$ cat config.mk
export PLATFORM = sky130hd
export DESIGN_NAME = gtxe2_chnl_rst_seq
export DESIGN_NICKNAME = d
export VERILOG_FILES = /design/src/rtl/gtxe2_chnl_rst_seq_pkg.sv /design/src/rtl/gtxe2_chnl_sync2.sv /design/src/rtl/gtxe2_chnl_rst_seq.sv
export SDC_FILE = /design/constraint.sdc
export NUM_CORES = 1
export LEC_CHECK = 0
export BUFFER_PORTS_ARGS = -buffer_cell sky130_fd_sc_hd__buf_2
export CORE_MARGIN = 1.5
export CORE_UTILIZATION = 40
export CTS_BUF_LIST = sky130_fd_sc_hd__clkbuf_16
export CTS_CLUSTER_SIZE = 12
export DETAILED_ROUTE_END_ITERATION = 10
export PLACE_DENSITY = 0.59
export SETUP_SLACK_MARGIN = 0.2
export SLEW_MARGIN = 10
export SYNTH_ARGS = -nofsm -noshare
export SYNTH_HDL_FRONTEND = slang
export SYNTH_HIERARCHICAL = 1
export SYNTH_SLANG_ARGS = --single-unit
$ cat constraint.sdc
create_clock -name ref_clk -period 2.4 [get_ports ref_clk]
set_input_delay 0.36 -clock ref_clk [delete_from_list [all_inputs] [get_ports ref_clk]]
set_output_delay 0.36 -clock ref_clk [all_outputs]
set_load 0.01 [all_outputs]
$ cat src/rtl/gtxe2_chnl_rst_seq_pkg.sv
// Shared definitions for the GTXE2 channel reset sequencer: state codes,
// default cycle counts and a small sizing helper.
package gtxe2_chnl_rst_seq_pkg;

  typedef enum logic [2:0] {
    ST_WAIT_LOCK   = 3'd0,
    ST_PMA_RST     = 3'd1,
    ST_WAIT_USRRDY = 3'd2,
    ST_PCS_RST     = 3'd3,
    ST_DONE        = 3'd4
  } state_e;

  localparam int unsigned DEF_LOCK_FILTER    = 32'd2;
  localparam int unsigned DEF_PMA_RST_CYCLES = 32'd8;
  localparam int unsigned DEF_PCS_RST_CYCLES = 32'd4;

  function automatic int unsigned max_u(input int unsigned a, input int unsigned b);
    return (a > b) ? a : b;
  endfunction

endpackage

$ cat src/rtl/gtxe2_chnl_sync2.sv
// Two-flop synchronizer with asynchronous reset to 0.
module gtxe2_chnl_sync2
  import gtxe2_chnl_rst_seq_pkg::*;
(
  input  logic clk,
  input  logic reset,
  input  logic d,
  output logic q
);

  logic meta_q, meta_d;
  logic sync_q, sync_d;

  // next values of the synchronizer chain
  always_comb begin
    meta_d = d;
    sync_d = meta_q;
  end

  // synchronizer flops
  always_ff @(posedge clk or posedge reset) begin
    if (reset) begin
      meta_q <= 1'b0;
      sync_q <= 1'b0;
    end else begin
      meta_q <= meta_d;
      sync_q <= sync_d;
    end
  end

  assign q = sync_q;

endmodule

$ cat src/rtl/gtxe2_chnl_rst_seq.sv
// Channel reset sequencer: filtered CPLL lock -> PMA reset -> wait for user
// ready -> PCS reset -> reset done. All outputs are flops, reset asynchronously.
module gtxe2_chnl_rst_seq
  import gtxe2_chnl_rst_seq_pkg::*;
#(
  parameter int unsigned LOCK_FILTER    = DEF_LOCK_FILTER,
  parameter int unsigned PMA_RST_CYCLES = DEF_PMA_RST_CYCLES,
  parameter int unsigned PCS_RST_CYCLES = DEF_PCS_RST_CYCLES
) (
  input  logic       ref_clk,
  input  logic       reset,
  input  logic       pll_locked,
  input  logic       userrdy,
  input  logic       pcs_reset_req,
  output logic       pma_rst,
  output logic       pcs_rst,
  output logic       reset_done,
  output logic [2:0] state
);

  localparam int unsigned CNT_W  = $clog2(max_u(PMA_RST_CYCLES, PCS_RST_CYCLES) + 32'd1);
  localparam int unsigned LOCK_W = $clog2(LOCK_FILTER + 32'd1);

  localparam logic [CNT_W-1:0]  CNT_ZERO  = CNT_W'(0);
  localparam logic [CNT_W-1:0]  CNT_ONE   = CNT_W'(1);
  localparam logic [CNT_W-1:0]  PMA_LOAD  = CNT_W'(PMA_RST_CYCLES - 32'd1);
  localparam logic [CNT_W-1:0]  PCS_LOAD  = CNT_W'(PCS_RST_CYCLES - 32'd1);
  localparam logic [LOCK_W-1:0] LOCK_ZERO = LOCK_W'(0);
  localparam logic [LOCK_W-1:0] LOCK_ONE  = LOCK_W'(1);
  localparam logic [LOCK_W-1:0] LOCK_LAST = LOCK_W'(LOCK_FILTER - 32'd1);

  logic              userrdy_s;
  logic              req_rise_s;
  logic              req_d1_q, req_d1_d;
  state_e            state_q, state_d;
  logic [CNT_W-1:0]  cnt_q, cnt_d;
  logic [LOCK_W-1:0] lock_cnt_q, lock_cnt_d;
  logic              pma_rst_q, pma_rst_d;
  logic              pcs_rst_q, pcs_rst_d;
  logic              reset_done_q, reset_done_d;

  gtxe2_chnl_sync2 u_userrdy_sync (
    .clk   (ref_clk),
    .reset (reset),
    .d     (userrdy),
    .q     (userrdy_s)
  );

  assign req_rise_s = pcs_reset_req & ~req_d1_q;

  // next-state, counters and output decode of the next state
  always_comb begin
    state_d    = state_q;
    cnt_d      = cnt_q;
    lock_cnt_d = lock_cnt_q;
    req_d1_d   = pcs_reset_req;

    // losing lock outranks every per-state rule
    if ((state_q != ST_WAIT_LOCK) && !pll_locked) begin
      state_d    = ST_WAIT_LOCK;
      lock_cnt_d = LOCK_ZERO;
      cnt_d      = CNT_ZERO;
    end else begin
      case (state_q)
        ST_WAIT_LOCK: begin
          if (pll_locked) begin
            if (lock_cnt_q == LOCK_LAST) begin
              state_d    = ST_PMA_RST;
              cnt_d      = PMA_LOAD;
              lock_cnt_d = LOCK_ZERO;
            end else begin
              lock_cnt_d = lock_cnt_q + LOCK_ONE;
            end
          end else begin
            lock_cnt_d = LOCK_ZERO;
          end
        end
        ST_PMA_RST: begin
          if (cnt_q == CNT_ZERO) begin
            state_d = ST_WAIT_USRRDY;
          end else begin
            cnt_d = cnt_q - CNT_ONE;
          end
        end
        ST_WAIT_USRRDY: begin
          if (userrdy_s) begin
            state_d = ST_PCS_RST;
            cnt_d   = PCS_LOAD;
          end else begin
            state_d = ST_WAIT_USRRDY;
          end
        end
        ST_PCS_RST: begin
          if (cnt_q == CNT_ZERO) begin
            state_d = ST_DONE;
          end else begin
            cnt_d = cnt_q - CNT_ONE;
          end
        end
        ST_DONE: begin
          if (!userrdy_s) begin
            state_d = ST_WAIT_USRRDY;
          end else if (req_rise_s) begin
            state_d = ST_PCS_RST;
            cnt_d   = PCS_LOAD;
          end else begin
            state_d = ST_DONE;
          end
        end
        default: begin
          state_d    = ST_WAIT_LOCK;
          lock_cnt_d = LOCK_ZERO;
          cnt_d      = CNT_ZERO;
        end
      endcase
    end

    pma_rst_d    = (state_d == ST_WAIT_LOCK) || (state_d == ST_PMA_RST);
    pcs_rst_d    = (state_d != ST_DONE);
    reset_done_d = (state_d == ST_DONE);
  end

  // state, counters, request edge register and registered outputs
  always_ff @(posedge ref_clk or posedge reset) begin
    if (reset) begin
      state_q      <= ST_WAIT_LOCK;
      cnt_q        <= CNT_ZERO;
      lock_cnt_q   <= LOCK_ZERO;
      req_d1_q     <= 1'b0;
      pma_rst_q    <= 1'b1;
      pcs_rst_q    <= 1'b1;
      reset_done_q <= 1'b0;
    end else begin
      state_q      <= state_d;
      cnt_q        <= cnt_d;
      lock_cnt_q   <= lock_cnt_d;
      req_d1_q     <= req_d1_d;
      pma_rst_q    <= pma_rst_d;
      pcs_rst_q    <= pcs_rst_d;
      reset_done_q <= reset_done_d;
    end
  end

  assign pma_rst    = pma_rst_q;
  assign pcs_rst    = pcs_rst_q;
  assign reset_done = reset_done_q;
  assign state      = state_q;

endmodule

# [Word level (Yosys, flattened, before mapping)]
# Index checks and enable logic that the tools add are counted.
[word_totals] regBits=15 rom_bits=0 latchBits=0 in_bits=5 mem_bits_rw=0 out_inout_bits=6 memories=0
[classes] div=0 n_reduce_logical=10 add_sub_neg=2 mul=0 n_lt_le_gt_ge=0 n_bitwise=2 shift=0 muxes=21 n_eq_ne=15
[ops] operator="two-way mux 4 bit" n=7
[ops] operator="two-way mux 3 bit" n=7
[ops] operator="case mux 4 bit (4 select lines)" n=1
[ops] operator="!= test 3 bit (second input constant)" n=5
[ops] operator="case mux 3 bit (5 select lines)" n=1
[ops] operator="equality test 3 x 1 -> 1 bit (second input constant)" n=2
[ops] operator="equality test 3 x 2 -> 1 bit (second input constant)" n=2
[ops] operator="equality test 3 bit (second input constant)" n=2
[ops] operator="zero test 3 bit" n=2
[ops] operator="two-way mux 2 bit" n=3
[ops] operator="!= test 3 x 2 -> 1 bit (second input constant)" n=2
[ops] operator="AND reduction 6 bit" n=1
[ops] operator="zero test 4 bit" n=1
[ops] operator="case mux 2 bit (2 select lines)" n=1
[ops] operator="OR reduction 4 bit" n=1
[ops] operator="subtractor 4 x 1 -> 4 bit (second input constant)" n=1
[ops] operator="nonzero test 3 bit" n=1
[ops] operator="adder 2 x 1 -> 2 bit (second input constant)" n=1
[ops] operator="equality test 2 x 1 -> 1 bit (second input constant)" n=1
[ops] operator="!= test 2 x 1 -> 1 bit (second input constant)" n=1
[ops] operator="OR reduction 2 bit" n=1
[ops] operator="bitwise AND 1 bit" n=1
[ops] operator="logical AND 1 bit" n=1
[ops] operator="zero test 1 bit" n=1
[ops] operator="other kinds (3)" n=3

# [Logic depth before layout (Yosys ltp)]
[depth] depth_word=8 ltp_mapped=6 mapped_depth_nobuf=6

# [Cells and area by module]
# The synthesis kept the hierarchy.
[by_module_without_submodules] module="gtxe2_chnl_rst_seq" seq_area_each_um2=327.8 cells_each=82 instances=1 area_per_inst_um2=775.7
[by_module_without_submodules] module="gtxe2_chnl_sync2" seq_area_each_um2=50.0 cells_each=3 instances=1 area_per_inst_um2=53.8

# [Least setup slack after synthesis]
# No wires, ideal clock.
[synth_timing] kind="register -> register" start="reg cnt_q[0]" end="reg cnt_q[1]" n_path_buf=0 t_required_ns=2.272 setup_time_ns=0.128 arrival_time_ns=1.598 period_less_slack_ns=1.726 slack_ns=0.674 stages_incl_launch_ff=7 cell_sequence="dfrtp_1 inv_1 ha_1 nor3b_1 a32o_1 nor3_1 mux2_1"
[synth_between] elab_chain_len=4
[synth_rtl] item="start: declaration" line="gtxe2_chnl_rst_seq.sv:36" text="logic [CNT_W-1:0] cnt_q, cnt_d;"
[synth_rtl] item="start signal: assignment" line="gtxe2_chnl_rst_seq.sv:135" text="cnt_q <= cnt_d;"
[synth_rtl] item="subtractor 4 x 1 -> 4 bit" line="gtxe2_chnl_rst_seq.sv:82, gtxe2_chnl_rst_seq.sv:97"
[synth_rtl] item="two-way mux 4 bit" line="gtxe2_chnl_rst_seq.sv:79, gtxe2_chnl_rst_seq.sv:94"
[synth_rtl] item="case mux 4 bit (4 select lines)" line="gtxe2_chnl_rst_seq.sv:64" text="case (state_q)"
[synth_rtl] item="two-way mux 4 bit" line="gtxe2_chnl_rst_seq.sv:59" text="if ((state_q != ST_WAIT_LOCK) && !pll_locked) begin"
# Several ways; a longest one is shown, not always the timed one. The select of a mux whose other input is x is not followed.
# A chain may end at the register's enable or synchronous reset.

# [Worst setup path in the final report]
# Ends and elaborated chain as after synthesis.

==> qor.yml <==
clock_tree:
  cts_max_level: 1
  clk_latency_ns: 0.24
  cts_tree: "yes"
  clock_path_buffers: 2
  path_clk_slew_ns: 0.05
  numCtsBuffers: 3
  cts_sinks: 15
  cts_root_buf: "clkbuf_16"
worst_setup_path:
  path_buf_inv: 1
  cp.required_ns: 2.53
  critical_path_class: "flip-flop to flip-flop"
  path_cells: "inv_1, ha_1, nor3b_1, a32o_1, nor3_1, mux2_1"
  crit_slowest_cell: "nor3b_1"
  critical_path.top_delay_family: "simple AND/OR/NAND/NOR gates"
  cp.arrival_ns: 2.10
  cpPeakStageDelay_ns: 0.49
  start_kind: "flip-flop"
  end_kind: "flip-flop"
  worst-r2r-setup-slack_ns: 0.43
  r2r_cells: 6
  cp.depth: 6
  crit_path_max_fanout: 5
finish:
  n_antenna_cell: 0
  fin_cells: 124
  area_delta_synth_final_pct: 18.9
  layout-drive-gt1-share_pct: 18.6
  fin_nets: 104
  fill_cells: 204
power:
  power_density_nw_per_um2: 1060
  power_leakage_uw: 0.000464
  ir_worst_vdd_v: 0.000564
routing:
  num_vias: 648
  post-route-drc-count: 0
  postRouteAntennaNets: 0
  drtPass1Iterations: 4
  vias_per_cell: 5.23
  wl_per_cell_um: 12.7
  drt_iter0_markers: 21
  drt-total-wl_mm: 1.57
synth:
  avgSynthCellArea_um2: 9.76
  synth_edf_count: 0
  yosysSeqAreaShare_pct: 45.6
  synthTopCellsByArea: "dfrtp_1, dfstp_2, nand2b_1"
  netlist_top_cells_count: "dfrtp_1, nor2_1, inv_1, nand2b_1"
  yosysMostFrequentCell: "dfrtp_1"
  netlist_area_um2: 830
  synth_area_leader_cell: "dfrtp_1"
  ys_seq_elements: 15
  synth_top_area_share_pct: 39.2
  yosysUniqueCellTypes: 39
  synth-async-reset-ratio_pct: 100
  synth_warnings: 6
  synthCells: 85
  ys.flop_type: "dfrtp_1"
  syn_nets: 91
sta:
  max_clock_freq_mhz: 507
  layout_setup_ws_ns: 0.428
  finClkSkew_ns: 0.00118
  min_period_ns: 1.97
  worstMarginPinSlew_ns: 0.555
  tns_ns: 0
  report.final.slew_viol_count: 0
  finalSetupViolCount: 0
  rsz0062_at_grt: "false"
  fin_hold_ws_ns: 0.220
  slew_headroom_pct: 62.9
  post-route-period-util_pct: 82.2
  finalHoldViolations: 0
grt:
  gr-usage-met1_pct: 21.4
  grt_pass1_vias: 622
  grt_first_pass_wirelength_mm: 2.76
  grt_use_met2_pct: 21.5
  gr-total-overflow: 0
  antenna_found_initial: 0
  busiest_layer: "met2"
  grtUsageTotal_pct: 14.9
  grt_max_degree: 19
  grt_use_met3_pct: 6.79
floorplanning:
  die_x_um: 48.5
  dieArea_um2: 2360
  die_h_um: 48.5
  fp-row-count: 16
  core_um2: 1960
  ios: 11
  start_util_pct: 42.3
outcome:
  outcome: "finished, final reports clean"
placement:
  dp_hpwl_mm: 1.14
  gp_congestion: 0.890
  portBuffers: 10
  pre_cts_slack_ns: 0.483
  dp.cells: 119
min_path:
  hold_depth: 1
  worstHoldPathType: "input port to flip-flop"
run:
  maxCapViolations: 0
## metal layers
metal / wire (um) / share of wire, %
met2: 683 / 44
met4: 0 / 0
met5: 0 / 0
met1: 807 / 51
met3: 78 / 5.0
## per-stage QoR
stage | utilization, % | power (uW) | area, um2
after global placement | 45.7 | 724 | 896
after detailed placement | 45.7 | 725 | 896
final | 50.3 | 1050 | 986
after floorplan | - | 642 | 830
after CTS | 50.3 | 1060 | 986
after global routing | 50.3 | 1120 | 986
## final cells by class
| class | count | area [um2] | area share (%) |
|---|---|---|---|
| tap | 27 | 33.8 | 3.43 |
| clock inverter | 1 | 5.00 | 0.508 |
| multi-input combinational | 60 | 404 | 41.0 |
| inverter | 6 | 22.5 | 2.28 |
| clock buffer | 3 | 75.1 | 7.61 |
| sequential | 15 | 378 | 38.3 |
| timing repair buffer | 12 | 67.6 | 6.85 |
## sequential cells by signal, summed over array words and instances, names as in the netlist
signal and cells:
state 3, u_userrdy_sync/q 1, req_d1_q 1, reset_done 1, u_userrdy_sync/meta_q 1, pma_rst 1
cnt_q 4, lock_cnt_q 2, pcs_rst 1
## worst reg2reg max path: stages (launching register included)
cell,delay [ns]
dfrtp_1,0.38
inv_1,0.09
ha_1,0.19
nor3b_1,0.49
a32o_1,0.31
nor3_1,0.08
mux2_1,0.31
## cell usage in the layout, fill, tap and decap left out, types with 2 or more instances in the layout
cell | synthesis | final
nand3_1 | 2 | 2
a21boi_0 | 3 | 3
nor2b_1 | 4 | 4
dfrtp_1 | 13 | 13
o21ai_0 | 3 | 3
o22ai_1 | 2 | 2
nor3_1 | 3 | 3
a2bb2oi_1 | 2 | 2
nor2_1 | 7 | 7
nand3b_1 | 4 | 4
buf_2 | 2 | 10
clkbuf_16 | 0 | 3
inv_1 | 6 | 6
a21oi_1 | 3 | 3
dfstp_2 | 2 | 2
nand2b_1 | 5 | 5
## power by group
part	total (uW)	switching, uW	leakage (uW)	internal [uW]
logic	370	203	0.000240	168
registers	355	45.6	0.000184	309
clock network	323	101	0.0000409	222
## cells by family after synthesis
family / synth area share [%]
compound gates: 19.9
xor+xnor: 2.11
fa+ha+maj: 1.51
buf+inv: 5.73
flops: 45.6
mux: 1.36
simple gates: 23.8
## what timing repair did
action | in CTS | in global routing
resized for setup | 0 | 0
setup buffers | 0 | 0
hold buffers | 1 | 0
endpoints found under the hold margin | 2 | 0
## final timing paths
path                                             from                    end
max in group asynchronous                       reset                pma_rst
worst min register to register  u_userrdy_sync/meta_q       u_userrdy_sync/q
worst max register to register               cnt_q[0]               cnt_q[1]
min in group asynchronous                       reset  u_userrdy_sync/meta_q
worst min-delay path                          userrdy  u_userrdy_sync/meta_q
worst max-delay path                         cnt_q[0]               cnt_q[1]
No activity file was read; power rests on OpenSTA's default activity.
